`src/rtl/cacheline_adapter.sv`:
```
// Cache line-fill/write-back responder: turns one full-line request into a
// multi-beat burst on banked burst memory and returns a single-cycle response.
module cacheline_adapter #(
  parameter int LINE_WIDTH = 256,
  parameter int BEAT_WIDTH = 64
) (
  input  logic                  clk,
  input  logic                  rst_n,
  input  logic [31:0]           dfp_addr,
  input  logic                  dfp_read,
  input  logic                  dfp_write,
  input  logic [LINE_WIDTH-1:0] dfp_wdata,
  output logic [LINE_WIDTH-1:0] dfp_rdata,
  output logic                  dfp_resp,
  output logic [31:0]           bmem_addr,
  output logic                  bmem_read,
  output logic                  bmem_write,
  output logic [BEAT_WIDTH-1:0] bmem_wdata,
  input  logic                  bmem_ready,
  input  logic [BEAT_WIDTH-1:0] bmem_rdata,
  input  logic                  bmem_rvalid
);

  localparam int BEATS = LINE_WIDTH / BEAT_WIDTH;
  localparam int CNT_W = (BEATS > 1) ? $clog2(BEATS) : 1;
  localparam logic [CNT_W-1:0] LAST_BEAT = CNT_W'(BEATS - 1);
  localparam logic [31:0] ADDR_MASK = ~32'(LINE_WIDTH / 8 - 1);

  typedef enum logic [2:0] {
    IDLE,
    RD_REQ,
    RD_DATA,
    WR_DATA,
    RESP
  } state_t;

  state_t                r_state;
  state_t                w_nextState;
  logic [CNT_W-1:0]      r_cnt;
  logic [31:0]           r_addr;
  logic [LINE_WIDTH-1:0] r_wline;
  logic [LINE_WIDTH-1:0] r_rbuf;
  logic [LINE_WIDTH-1:0] r_rline;
  logic [LINE_WIDTH-1:0] w_lineNext;
  logic                  w_beatDone;
  logic                  w_lastBeat;

  assign w_lastBeat = (r_cnt == LAST_BEAT);
  assign dfp_rdata  = r_rline;

  always_ff @(posedge clk) begin
    if (!rst_n) begin
      r_state <= IDLE;
    end else begin
      r_state <= w_nextState;
    end
  end

  always_comb begin
    w_nextState = r_state;
    w_beatDone  = 1'b0;
    dfp_resp    = 1'b0;
    bmem_read   = 1'b0;
    bmem_write  = 1'b0;
    bmem_addr   = '0;
    bmem_wdata  = '0;
    case (r_state)
      IDLE: begin
        if (dfp_write) begin
          w_nextState = WR_DATA;
        end else if (dfp_read) begin
          w_nextState = RD_REQ;
        end
      end
      RD_REQ: begin
        bmem_read = 1'b1;
        bmem_addr = r_addr;
        if (bmem_ready) begin
          w_nextState = RD_DATA;
        end
      end
      RD_DATA: begin
        if (bmem_rvalid) begin
          w_beatDone = 1'b1;
          if (w_lastBeat) begin
            w_nextState = RESP;
          end
        end
      end
      WR_DATA: begin
        bmem_write = 1'b1;
        bmem_addr  = r_addr;
        bmem_wdata = r_wline[BEAT_WIDTH*int'(r_cnt) +: BEAT_WIDTH];
        if (bmem_ready) begin
          w_beatDone = 1'b1;
          if (w_lastBeat) begin
            w_nextState = RESP;
          end
        end
      end
      RESP: begin
        dfp_resp    = 1'b1;
        w_nextState = IDLE;
      end
      default: begin
        w_nextState = IDLE;
      end
    endcase
  end

  // Assembly buffer with the incoming beat merged into its slot.
  always_comb begin
    w_lineNext = r_rbuf;
    w_lineNext[BEAT_WIDTH*int'(r_cnt) +: BEAT_WIDTH] = bmem_rdata;
  end

  always_ff @(posedge clk) begin
    if (!rst_n) begin
      r_cnt   <= '0;
      r_addr  <= '0;
      r_wline <= '0;
      r_rbuf  <= '0;
      r_rline <= '0;
    end else begin
      if (r_state == IDLE && (dfp_write || dfp_read)) begin
        r_addr <= dfp_addr & ADDR_MASK;
        if (dfp_write) begin
          r_wline <= dfp_wdata;
        end
      end
      if (w_beatDone) begin
        r_cnt <= w_lastBeat ? '0 : r_cnt + 1'b1;
      end
      // The visible line only changes once the whole new line has arrived.
      if (w_beatDone && r_state == RD_DATA) begin
        r_rbuf <= w_lineNext;
        if (w_lastBeat) begin
          r_rline <= w_lineNext;
        end
      end
    end
  end

endmodule

```
`config.mk`:
```
export PLATFORM = sky130hd
export DESIGN_NAME = cacheline_adapter
export DESIGN_NICKNAME = d
export VERILOG_FILES = /design/src/rtl/cacheline_adapter.sv
export SDC_FILE = /design/constraint.sdc
export NUM_CORES = 2
export LEC_CHECK = 0
export BUFFER_PORTS_ARGS = -buffer_cell sky130_fd_sc_hd__buf_2
export CAP_MARGIN = 10
export CORE_UTILIZATION = 45
export CTS_BUF_LIST = sky130_fd_sc_hd__clkbuf_8
export DETAILED_ROUTE_END_ITERATION = 6
export PLACE_DENSITY_LB_ADDON = 0.15
export SETUP_SLACK_MARGIN = 0.2
export SYNTH_ARGS = -nofsm -noshare
export SYNTH_HDL_FRONTEND = slang
export SYNTH_SLANG_ARGS = --single-unit
```
`constraint.sdc`:
```
create_clock -name clk -period 3.4 [get_ports clk]
set_input_delay 0.68 -clock clk [delete_from_list [all_inputs] [get_ports clk]]
set_output_delay 0.68 -clock clk [all_outputs]
set_load 0.05 [all_outputs]
```
== Yosys cells after proc, flatten, opt, wreduce, memory -nomap -nowiden ==
Cells that the tools add are included.

* Bits of input ports: 358
* Word-level logic and storage cells: 45
* Flip-flop bits (word level): 800
* Output and inout bits: 355

* Mux-type cells: 17
* Shift-type cells: 3
* Reduce and logical (&&, ||, !) cells: 8
* Equality and inequality tests: 9
* Add/subtract/negate cells: 2

{| class="wikitable"
|+ Operators by type and width
! cell !! count
|-
| 256-bit bitwise mux || 1
|-
| 64-bit by 33-bit variable shift with 256-bit output (first input constant) || 1
|-
| 256-bit by 9-bit indexed part select with 64-bit output || 1
|-
| 64-bit by 33-bit indexed part select with 256-bit output || 1
|-
| 64-bit 2-to-1 mux || 1
|-
| 8-bit negation with 33-bit output || 1
|-
| 32-bit 2-to-1 mux || 1
|-
| 3-bit 2-to-1 mux || 6
|-
| 3-bit one-hot mux with 4 select lines || 1
|-
| 3-bit by 2-bit equality test with 1-bit output (second input constant) || 2
|-
| 2-bit inequality test (second input constant) || 3
|-
| 1-bit 2-to-1 mux || 5
|-
| 2-bit AND reduction || 2
|-
| 4-bit AND reduction || 1
|-
| 3-bit by 1-bit equality test with 1-bit output (second input constant) || 1
|-
| 3-bit equality test (second input constant) || 1
|-
| 3-bit logical NOT || 1
|-
| 3-bit inequality test (second input constant) || 1
|-
| 2-bit by 1-bit adder with 2-bit output (second input constant) || 1
|-
| 2-bit equality test (second input constant) || 1
|-
| 1-bit logical AND || 2
|-
| 2-bit 2-to-1 mux || 1
|-
| 1-bit one-hot mux with 2 select lines || 1
|-
| 2-bit OR reduction || 1
|-
| 1-bit logical OR || 1
|}

== Depth between registers and ports, before layout ==
* Depth in word-level cells: 4
* Gate-level depth with buffers: 10
* Mapped depth without buffers: 5

== Worst setup path after synthesis ==
OpenSTA, ideal clock, no wires.

* Path type: register to register
* Start: register r_cnt[1]
* End: register r_rbuf[130]
* Data arrival time: 2677 ps
* Required time: 3341 ps
* Setup slack: 664 ps
* Stages on the path, launching flop included: 10
* Setup time: 59 ps
* Cell sequence: dfxtp_1 > clkbuf_1 > clkbuf_1 > inv_1 > ha_1 > or2_2 > buf_2 > nor4_4 > buf_6 > a22o_1

* Longest elaborated chain between the ends: 3
* Elaborated cells between the ends (all ways): 4
* Classes of those cells: 1 x add/sub; 2 x shift; 1 x mux

{| class="wikitable"
|+ Ends and longest elaborated chain
! what !! line !! RTL
|-
| start: declaration || 39 || <nowiki>logic [CNT_W-1:0] r_cnt;</nowiki>
|-
| start signal: assignment || 132 || <nowiki>r_cnt <= w_lastBeat ? '0 : r_cnt + 1'b1;</nowiki>
|-
| 8-bit negation with 33-bit output (*) || 114 || <nowiki>w_lineNext[BEAT_WIDTH*int'(r_cnt) +: BEAT_WIDTH] = bmem_rdata;</nowiki>
|-
| 64-bit by 33-bit indexed part select with 256-bit output / 64-bit by 33-bit variable shift with 256-bit output (equally long branches) || 114 ||
|-
| 256-bit bitwise mux (*) || 114 ||
|-
| end signal: assignment || 136 || <nowiki>r_rbuf <= w_lineNext;</nowiki>
|-
| end: declaration || 42 || <nowiki>logic [LINE_WIDTH-1:0] r_rbuf;</nowiki>
|}

Every way passes the cells marked *; elsewhere a longest branch is shown, timed or not.
A chain may end at the register's enable or synchronous reset.

== Worst setup path in the final report ==
* Start: register r_cnt[0]
* End: output bmem_wdata[38]

* Longest elaborated chain between the ends: 2

{| class="wikitable"
|+ Ends and longest elaborated chain
! what !! line !! RTL
|-
| 256-bit by 9-bit indexed part select with 64-bit output || 93 || <nowiki>bmem_wdata = r_wline[BEAT_WIDTH*int'(r_cnt) +: BEAT_WIDTH];</nowiki>
|-
| 64-bit 2-to-1 mux || 67 || <nowiki>case (r_state)</nowiki>
|-
| end: declaration || 18 || <nowiki>output logic [BEAT_WIDTH-1:0] bmem_wdata,</nowiki>
|}

Every way passes these cells.

==> summary.txt <==
Status
  – Status: complete, no violations

Logic synthesis
  – Post-synth EDFFs: 0
  – Number of warnings issued by yosys: 0
  – Sequential fraction of the synthesis area: 47.10%
  – Area of the mapped netlist: 34000 um2
  – Simple-gate share of the synthesized area: 19.85%
  – Avg Inst Size Synth: 9.388 um2
  – Unique masters post-synth: 53
  – Asr flop ratio synth: 0%
  – Synth Area in Adders: 0.2208%
  – Top_reg_cell synth: dfxtp_1
  – Synth Area in Compound Gates: 21.54%
  – Mapped Cells: 3622
  – Mux contribution to synthesized area: 5.034%
  – Largest family of logic cells by synthesized area: compound AO/OA/AOI/OAI gates
  – Post-synthesis xor/xnor area fraction: 0%
  – Flops & latches, synth: 800

Setup path
  – Sum of buffers and inverters on the critical path: 4
  – Worst-path fanout max: 8
  – Crit Reg-Reg Startpoint: r_cnt[0]
  – WP data arrival: 2.43 ns
  – Critical-path top delay cell: mux4_2
  – Reg2Reg Depth: 9
  – CP peak stage delay: 0.47 ns
  – Crit end category: primary output
  – RR Endpoint: r_rbuf[48]
  – R2R Setup Slk: 0.33 ns
  – Critical path launch point: r_cnt[0]
  – Crit path max-delay family: buffers and inverters
  – Critical Path Start Type: register
  – Worst EP required: 2.72 ns
  – Critical path, cell by cell: buf_4 -> buf_16 -> buf_12 -> mux4_2 -> and3_1 -> buf_6
  – Kind of critical path: reg2out

Drt
  – First-pass DRT Iterations: 5
  – Post-route ant nets: 0
  – Vias per cell: 5.856
  – Final wirelength: 120200 um
  – Iteration-0 DRC Markers: 2756
  – Met2 wire length: 55820 um
  – DR vias: 30699
  – Residual DRC: 0
  – Metal-1 WL: 50660 um
  – Avg WL per Cell: 22.94 um
  – Top sig layer: met5
  – Routed wl met3: 9519 um

STA
  – Fin crit period: 3.114 ns
  – Max frequency: 321.1 MHz
  – Max-slew violations: 0
  – Final hold slack: 0.09398 ns
  – Setup violations, final: 0
  – Final hold vios: 0
  – Worst Skew: 0.03369 ns
  – Worst Max-Slew Pin Slew: 1.076 ns
  – Setup WS post-layout: 0.2858 ns
  – RSZ-0062 raised after global routing: no
  – Period utilisation layout: 91.59%
  – Setup TNS: 0 ns
  – Slew margin rel.: 28.02%

Worst hold path
  – Hold WC Path Type: in2reg
  – Hold Path End: r_wline[5]
  – Hold path startpoint: dfp_wdata[5]
  – Hold path depth: 3

Clocking
  – CTS clk-pin slew, worst paths: 0.06 ns
  – Inserted Clock Buffers: 139
  – Htree depth: 4
  – Clock buffer depth: 3
  – TritonCTS clock tree: yes
  – Root Buffer: clkbuf_8
  – Hold buffers post-CTS: 0
  – Skew-Pair Late Insertion Delay: 0.80 ns
  – Clock Sink Count: 800

GRT
  – First-pass GRT wire length: 180300 um
  – All-layer global routing usage: 30.18%
  – Pin count of the biggest net entering global routing: 213
  – Initial antenna violation count: 52
  – Vias in the first global route: 28998
  – Grt ovf: 0

Power
  – Switch share: 29.98%
  – Clock network power share: 38.5%
  – Sequential Power Share: 45.1%
  – P_leak: 0.01799 uW
  – Pint: 15780 uW
  – Comb pwr share: 16.4%
  – Tot Pwr: 22540 uW
  – P_sw: 6757 uW
  – PD cells: 546.4 nW/um2
  – Max VDD drop: 0.0002933 V

Floorplanning
  – IO Pins: 713
  – Width of the chip: 276.9 um
  – Rows: 100
  – Die extent in y: 276.9 um
  – Initial Util: 45.60%
  – Core area: 74570 um2
  – Die area: 76670 um2

Place
  – Global placer's final weighted congestion: 0.8423
  – Port bufs: 702
  – Hpwl dp: 74120 um
  – Worst slack, placed: 0.5430 ns

Finish
  – Layout fillers: 6863
  – Proportion of layout cells with a drive suffix above 1: 26.79%
  – Layout Utilization: 55.31%
  – Most frequent cells in the layout: dfxtp_1 (796), buf_2 (680), nand2_1 (377), nand3_1 (371), nand2b_1 (260)
  – Layout overhead on the synthesized area: 21.30%
  – Nets@finish: 4505
  – Multi-input gate area: 16070 um2
  – FF/Latch Area: 16030 um2
  – Commonest non-fill, non-tap cell in the layout: dfxtp_1

Job
  – Max_cap viols: 0
==> routing by layer <==
metal	global-route usage (%)	vias to the layer above
li1	-	14381
met1	38.87	14879
met2	47.31	1155
met3	8.597	252
met4	12.58	32
met5	0	-
==> sequential cells by signal, indices dropped and copies added, names as in the netlist <==
| register | flops |
|---|---|
| dfp_rdata | 256 |
| r_addr | 27 |
| r_cnt | 2 |
| r_rbuf | 256 |
| r_state | 3 |
| r_wline | 256 |
==> what timing repair did <==
item / in CTS / in global routing
setup endpoints to repair: 90 / 50
cloned: 3 / 3
gates resized for setup: 40 / 19
setup buffers: 9 / 4
==> worst max path at each step <==
stage | slack (ns) | end | depth (start not counted)
final | 0.29 | bmem_wdata[38] | 6
after global routing | 0.20 | bmem_wdata[36] | 6
after CTS | 0.16 | bmem_wdata[22] | 4
after detailed placement | 0.54 | r_rbuf[251] | 6
after global placement | 0.51 | r_rbuf[231] | 6
after floorplan | 0.66 | r_rbuf[130] | 9
==> cells by family (layout without fill, tap and decap cells) <==
| kind of cell | Yosys count | count (layout) |
|---|---|---|
| AOI/OAI and AO/OA | 923 | 923 |
| adders and majority gates | 6 | 6 |
| buffers and inverters | 487 | 1101 |
| DFF | 800 | 800 |
| muxes | 91 | 91 |
| other | 1 | 38 |
| and+or+nand+nor | 1314 | 1314 |
==> power by group through the flow <==
stage               Combinational [uW]  Clock, uW  Sequential, uW
CTS                               3620       8820           10200
floorplan                         2360          0           10300
detailed placement                3470          0           10400
finish                            3700       8680           10200
global route                      3960       9270           10200
global placement                  3440          0           10300
==> through the flow <==
| step | std cells | cell area (um2) |
|---|---|---|
| 2_1_floorplan | 3626 | 34020 |
| 3_3_place_gp | 4950 | 37920 |
| 3_5_place_dp | 4950 | 37920 |
| 4_1_cts | 5202 | 40970 |
| 5_1_grt | 5233 | 41220 |
| 6_report | 5242 | 41250 |
==> area by class of cell <==
class,instances,area share [%]
Inverter,67,0.6097
Multi-Input combinational cell,2339,38.97
Tap cell,969,2.939
Clock buffer,175,5.839
Clock inverter,65,0.7675
Sequential cell,800,38.85
Timing Repair Buffer,794,11.82
Antenna cell,33,0.2002
==> synthesized netlist by cell type, types with 5 or more instances <==
cell type,n,area [um2]
nand3_1,372,1862
buf_6,10,112.6
nor2_1,5,18.77
o21ai_1,174,870.8
inv_1,66,247.7
nand4_1,64,400.4
buf_2,82,410.4
clkbuf_1,293,1100
mux4_2,64,1441
nor3_1,115,575.6
o2111ai_1,140,1226
and2_1,30,187.7
mux2i_1,27,270.3
o221a_2,49,551.8
nand2_1,377,1415
buf_4,32,240.2
o21ai_0,148,740.7
a22o_1,189,1655
nand2b_1,260,1627
and3_1,65,406.6
o211a_1,140,1401
dfxtp_1,800,16020
ha_1,6,75.07
o221a_1,66,743.2
==> worst register-to-register path, cell delays in order (launching register included) <==
cell and delay (ns):
dfxtp_4 0.37, buf_4 0.15, buf_4 0.18, inv_1 0.18, ha_2 0.48, buf_4 0.39
nor4bb_4 0.38, buf_4 0.50, nand4_1 0.20, o21ai_0 0.15
(Power assumes the default switching activity.)
